==> config.mk <==
export PLATFORM = sky130hd
export DESIGN_NAME = r_sync
export DESIGN_NICKNAME = d
export VERILOG_FILES = /design/src/rtl/router_pkg.sv /design/src/rtl/r_sync_timeout.sv /design/src/rtl/r_sync.sv
export SDC_FILE = /design/constraint.sdc
export NUM_CORES = 1
export LEC_CHECK = 0
export ABC_CLOCK_PERIOD_IN_PS = 900
export BUFFER_PORTS_ARGS = -buffer_cell sky130_fd_sc_hd__buf_2
export CORE_MARGIN = 5
export CORE_UTILIZATION = 28
export DETAILED_ROUTE_END_ITERATION = 12
export PLACE_DENSITY_LB_ADDON = 0.08
export SLEW_MARGIN = 15
export SYNTH_ARGS = -nofsm -noshare
export SYNTH_HDL_FRONTEND = slang
export SYNTH_SLANG_ARGS = --single-unit
==> constraint.sdc <==
create_clock -name clk -period 0.9 [get_ports clk]
set_input_delay 0.045 -clock clk [delete_from_list [all_inputs] [get_ports clk]]
set_output_delay 0.045 -clock clk [all_outputs]
set_load 0.01 [all_outputs]
==> src/rtl/router_pkg.sv <==
// Shared router definitions: port count, address width and soft-reset timeout.
package router_pkg;

    localparam int NUM_PORTS        = 4;
    localparam int ADDR_W           = 2;
    localparam int SOFT_RST_TIMEOUT = 30;

    typedef logic [ADDR_W-1:0] port_addr_t;

    function automatic logic [NUM_PORTS-1:0] addr_onehot(input port_addr_t addr);
        addr_onehot = 4'b0001 << addr;
    endfunction

endpackage

==> src/rtl/r_sync_timeout.sv <==
// One output port's stall counter; emits a single-cycle soft_reset after TIMEOUT
// consecutive stalled cycles and re-arms while the stall persists.
module r_sync_timeout #(
    parameter int TIMEOUT = 30,
    parameter int CNT_W   = 5
) (
    input  logic clk,
    input  logic resetn,
    input  logic vld,
    input  logic rd,
    output logic soft_reset
);

    localparam logic [CNT_W-1:0] LAST_CNT = CNT_W'(TIMEOUT - 1);

    logic             stall_s;
    logic [CNT_W-1:0] cnt_q;
    logic [CNT_W-1:0] cnt_d;
    logic             soft_reset_q;
    logic             soft_reset_d;

    assign stall_s = vld & ~rd;

    // Next-state: any read or empty cycle restarts the count from zero.
    always_comb begin
        cnt_d        = {CNT_W{1'b0}};
        soft_reset_d = 1'b0;
        if (!stall_s) begin
            cnt_d        = {CNT_W{1'b0}};
            soft_reset_d = 1'b0;
        end else if (cnt_q == LAST_CNT) begin
            cnt_d        = {CNT_W{1'b0}};
            soft_reset_d = 1'b1;
        end else begin
            cnt_d        = cnt_q + CNT_W'(1);
            soft_reset_d = 1'b0;
        end
    end

    // Counter and pulse registers.
    always_ff @(posedge clk or negedge resetn) begin
        if (!resetn) begin
            cnt_q        <= {CNT_W{1'b0}};
            soft_reset_q <= 1'b0;
        end else begin
            cnt_q        <= cnt_d;
            soft_reset_q <= soft_reset_d;
        end
    end

    assign soft_reset = soft_reset_q;

endmodule

==> src/rtl/r_sync.sv <==
// Router synchronizer: latches the header address, steers FIFO writes and
// full status, and times out stalled output ports.
module r_sync
    import router_pkg::*;
#(
    parameter int DATA_W  = 8,
    parameter int TIMEOUT = SOFT_RST_TIMEOUT,
    parameter int CNT_W   = 5
) (
    input  logic              clk,
    input  logic              resetn,
    input  logic              detect_add,
    input  logic [DATA_W-1:0] data_in,
    input  logic              write_enb_reg,
    input  logic              full_0,
    input  logic              full_1,
    input  logic              full_2,
    input  logic              full_3,
    input  logic              empty_0,
    input  logic              empty_1,
    input  logic              empty_2,
    input  logic              empty_3,
    input  logic              read_enb_0,
    input  logic              read_enb_1,
    input  logic              read_enb_2,
    input  logic              read_enb_3,
    output logic [3:0]        write_enb,
    output logic              fifo_full,
    output logic              vld_out_0,
    output logic              vld_out_1,
    output logic              vld_out_2,
    output logic              vld_out_3,
    output logic              soft_reset_0,
    output logic              soft_reset_1,
    output logic              soft_reset_2,
    output logic              soft_reset_3
);

    port_addr_t                addr_q;
    port_addr_t                addr_d;
    logic [NUM_PORTS-1:0]      vld_s;
    logic [NUM_PORTS-1:0]      rd_s;
    logic [NUM_PORTS-1:0]      soft_reset_s;
    logic [DATA_W-1:ADDR_W]    data_unused_s;

    assign data_unused_s = data_in[DATA_W-1:ADDR_W];

    // Address capture on header decode.
    always_comb begin
        addr_d = addr_q;
        if (detect_add) begin
            addr_d = data_in[ADDR_W-1:0];
        end else begin
            addr_d = addr_q;
        end
    end

    // Latched destination address.
    always_ff @(posedge clk or negedge resetn) begin
        if (!resetn) begin
            addr_q <= 2'b00;
        end else begin
            addr_q <= addr_d;
        end
    end

    // Write steering always uses the registered address, even on the decode cycle.
    always_comb begin
        write_enb = 4'b0000;
        if (write_enb_reg) begin
            write_enb = addr_onehot(addr_q);
        end else begin
            write_enb = 4'b0000;
        end
    end

    // Full flag of the addressed FIFO back to the FSM.
    always_comb begin
        fifo_full = 1'b0;
        case (addr_q)
            2'd0:    fifo_full = full_0;
            2'd1:    fifo_full = full_1;
            2'd2:    fifo_full = full_2;
            2'd3:    fifo_full = full_3;
            default: fifo_full = 1'b0;
        endcase
    end

    assign vld_s = {~empty_3, ~empty_2, ~empty_1, ~empty_0};
    assign rd_s  = {read_enb_3, read_enb_2, read_enb_1, read_enb_0};

    assign vld_out_0 = vld_s[0];
    assign vld_out_1 = vld_s[1];
    assign vld_out_2 = vld_s[2];
    assign vld_out_3 = vld_s[3];

    for (genvar p = 0; p < NUM_PORTS; p++) begin : g_timeout
        r_sync_timeout #(
            .TIMEOUT (TIMEOUT),
            .CNT_W   (CNT_W)
        ) u_timeout (
            .clk        (clk),
            .resetn     (resetn),
            .vld        (vld_s[p]),
            .rd         (rd_s[p]),
            .soft_reset (soft_reset_s[p])
        );
    end

    assign soft_reset_0 = soft_reset_s[0];
    assign soft_reset_1 = soft_reset_s[1];
    assign soft_reset_2 = soft_reset_s[2];
    assign soft_reset_3 = soft_reset_s[3];

endmodule

==> run metrics <==
sequence of cells on the critical path=mux4_2, buf_6; Crit. Startpoint=addr_q[0]$_DFFE_PN0P_; grt ovf=0; Final Util=between 40% and 50%; Critical R2R Capture=g_timeout[3].u_timeout.cnt_q[4]$_DFF_PN0_; Synth Warn #=0; Final min period=1.34 ns; LEAKAGE=0.813 nW; flop and latch count out of synthesis=26; worst reg2reg setup slack=-0.19 ns; failing checks=negative setup slack; initial antenna violation count=0; Unique masters post-synth=15; # diodes=0; Final HPWL DP=1.61 mm; CTS tree=done; status=finished, violations left; Reg-to-Reg Start=g_timeout[3].u_timeout.cnt_q[1]$_DFF_PN0_; CP max stage delay=0.51 ns; final worst slack=-0.443 ns; IO Count=37; Synth Net Count=138; Post-route DRC=0; startpoint types=flop; Non-Filler Instances=209; Final setup viols=30; RSZ-0062 raised after global routing=true; Critical Path RT=0.85 ns; Worst Setup End Kind=primary output; Core ar.=0.00400 mm2; fmax=0.744 GHz; Syn Inst Count=106; GRT Overall Usage=9.09%; Buf/Inv on CP=1; NetSw=about 0.00052 W; H-tree depth=1; Reg2Reg Depth=5; root buffer cell=clkbuf_8; row cnt=23; Max Slew Vio Count=0; max cap viols=0; arrival time at the worst endpoint=1.30 ns; Internal=0.00196 W; synthesized area=0.00115 mm2; slew margin rel.=87.6%; drt first pass iters=4; CP Depth=2; clk buf depth=2; Mean Syn Cell Area=10.9 um2; WL met1=966 um; CP max FO=2; maximum VDD drop=between 500 and 600 uV; routed wire length=between 2 and 2.5 mm; hold_ws=0.0353 ns; global-route wire length before repair=3.85 mm; Clk Latency, worst-skew pair=between 0.2 and 0.3 ns; Final nets=192; Setup CP Type=reg2out; commonest non-fill, non-tap cell in the layout=buf_2; Final Skew=roughly 0.0035 ns; cts bufs inserted=3; clock share of power=38.7%; Combinational Power Share=12.1%; Slowest cell on crit path=mux4_2; Final ANT Viol Nets=0; via count=877; wire length on met3=109 um; port bufs=30; Final Hold Fails=0; top routing layer used=met4; Worst Hold Class=in2reg; Final Total Pwr=0.00248 W; most frequent cells in the layout=buf_2 (29), dfrtp_1 (26), nor2_1 (20), dlygate4sd3_1 (11); Least-Margin Pin Slew=0.186 ns; CP endpoint=fifo_full; share of cells above drive strength 1=between 30% and 40%; largest net degree at the start of global routing=27; vias per cell=4.20; met2 WL=1.16 mm; Top delay family on crit path=multiplexers; vias in the first global route=887; switch share=21.1%; Die Wd=around 74 um; Final period util=149%; Routed wire per std cell=~11 um; area delta synth->final=46.5%; Starting Density=28.8%; pre-CTS setup slack=-0.150 ns; CTS clk-pin slew, worst paths=0.09 ns; Reg power frac=49.2%; placed cell count=189; PD cells=1470 mW/mm2; Die Ht=approximately 74 um; die area=around 0.0055 mm2; routability cong.=roughly 0.74; DR iter-0 viols=5; Clock Sinks=26; post-synthesis sequential area ratio=56.5%
## flip-flops by register name, indices dropped and copies added (netlist names)
name / count
g_timeout.u_timeout.cnt_q: 20
addr_q: 2
g_timeout.u_timeout.soft_reset: 4
## timing repair
action                                 CTS  global route
setup endpoints to repair               30            30
gates resized for setup                  3             9
endpoints found under the hold margin   32             0
buffers inserted                         1             5
pin swaps                                3            12
hold buffers                            11             0
## synth_stat cells
| master | instances | share of area (%) |
|---|---|---|
| nor3b_1 | 1 | 0.65 |
| and3_1 | 1 | 0.54 |
| xor2_1 | 8 | 6.1 |
| nand4_1 | 4 | 2.2 |
| nor2_1 | 25 | 8.2 |
| nor3_1 | 4 | 1.7 |
| nand2_1 | 5 | 1.6 |
| mux4_2 | 1 | 2.0 |
| dfrtp_1 | 26 | 57 |
| and3b_1 | 1 | 0.76 |
| ha_1 | 8 | 8.7 |
| mux2_1 | 2 | 2.0 |
| xnor2_1 | 4 | 3.0 |
| inv_1 | 8 | 2.6 |
| nand3_1 | 8 | 3.5 |
## cell families after synthesis
| group | Yosys count | share of synthesized area [%] |
|---|---|---|
| buffers and inverters | 8 | 2.61 |
| adders and majority gates | 8 | 8.70 |
| DFF | 26 | 56.5 |
| xor gates and xnor gates | 12 | 9.13 |
| and+or+nand+nor | 49 | 19.1 |
| muxes | 3 | 3.91 |
## layout make-up
type                       count  area [um2]
multi-input combinational     72         529
timing repair buffer          49         343
tap                           50        62.6
clock inverter                 1        30.0
clock buffer                   3        41.3
inverter                       8        30.0
fill                         385        2310
sequential                    26         651
## routing by layer
| metal | vias up | track usage, % |
|---|---|---|
| met3 | 2 | 2.16 |
| met4 | 0 | 4.02 |
| met1 | 411 | 11.2 |
| met5 | - | 0 |
| li1 | 450 | - |
| met2 | 14 | 15.2 |
## power groups by stage
stage / sequential, W / combinational, W / clock, W
2_1_floorplan: 0.00124 / 0.0000905 / 0
3_3_place_gp: 0.00124 / 0.000219 / 0
3_5_place_dp: 0.00124 / 0.000221 / 0
4_1_cts: 0.00122 / 0.000265 / 0.00101
5_1_grt: 0.00122 / 0.000340 / 0.00104
6_report: 0.00122 / 0.000301 / 0.000959
## worst reg2reg max path, stage by stage, from the launching register on
cell and delay, ns:
dfrtp_1 0.39, buf_4 0.14, ha_2 0.17, nand3_1 0.09
xor2_1 0.14, nor2_1 0.06
## how the worst min path moves through the flow
stage | startpoint | to | depth (start not counted)
detailed placement | resetn | g_timeout[1].u_timeout.cnt_q[1]$_DFF_PN0_ | 2
CTS | detect_add | addr_q[1]$_DFFE_PN0P_ | 2
global route | detect_add | addr_q[1]$_DFFE_PN0P_ | 2
floorplan | resetn | addr_q[0]$_DFFE_PN0P_ | 0
finish | detect_add | addr_q[1]$_DFFE_PN0P_ | 2
global placement | resetn | g_timeout[1].u_timeout.soft_reset$_DFF_PN0_ | 2
## metrics by stage
stage          TNS (ns)  instance area, um2
3_3_place_gp      -2.62                1420
6_report          -5.15                1690
3_5_place_dp      -2.87                1420
2_1_floorplan    -0.728                1180
4_1_cts           -4.92                1630
5_1_grt           -7.32                1690
Note: power is estimated with default switching activity, not from simulation.
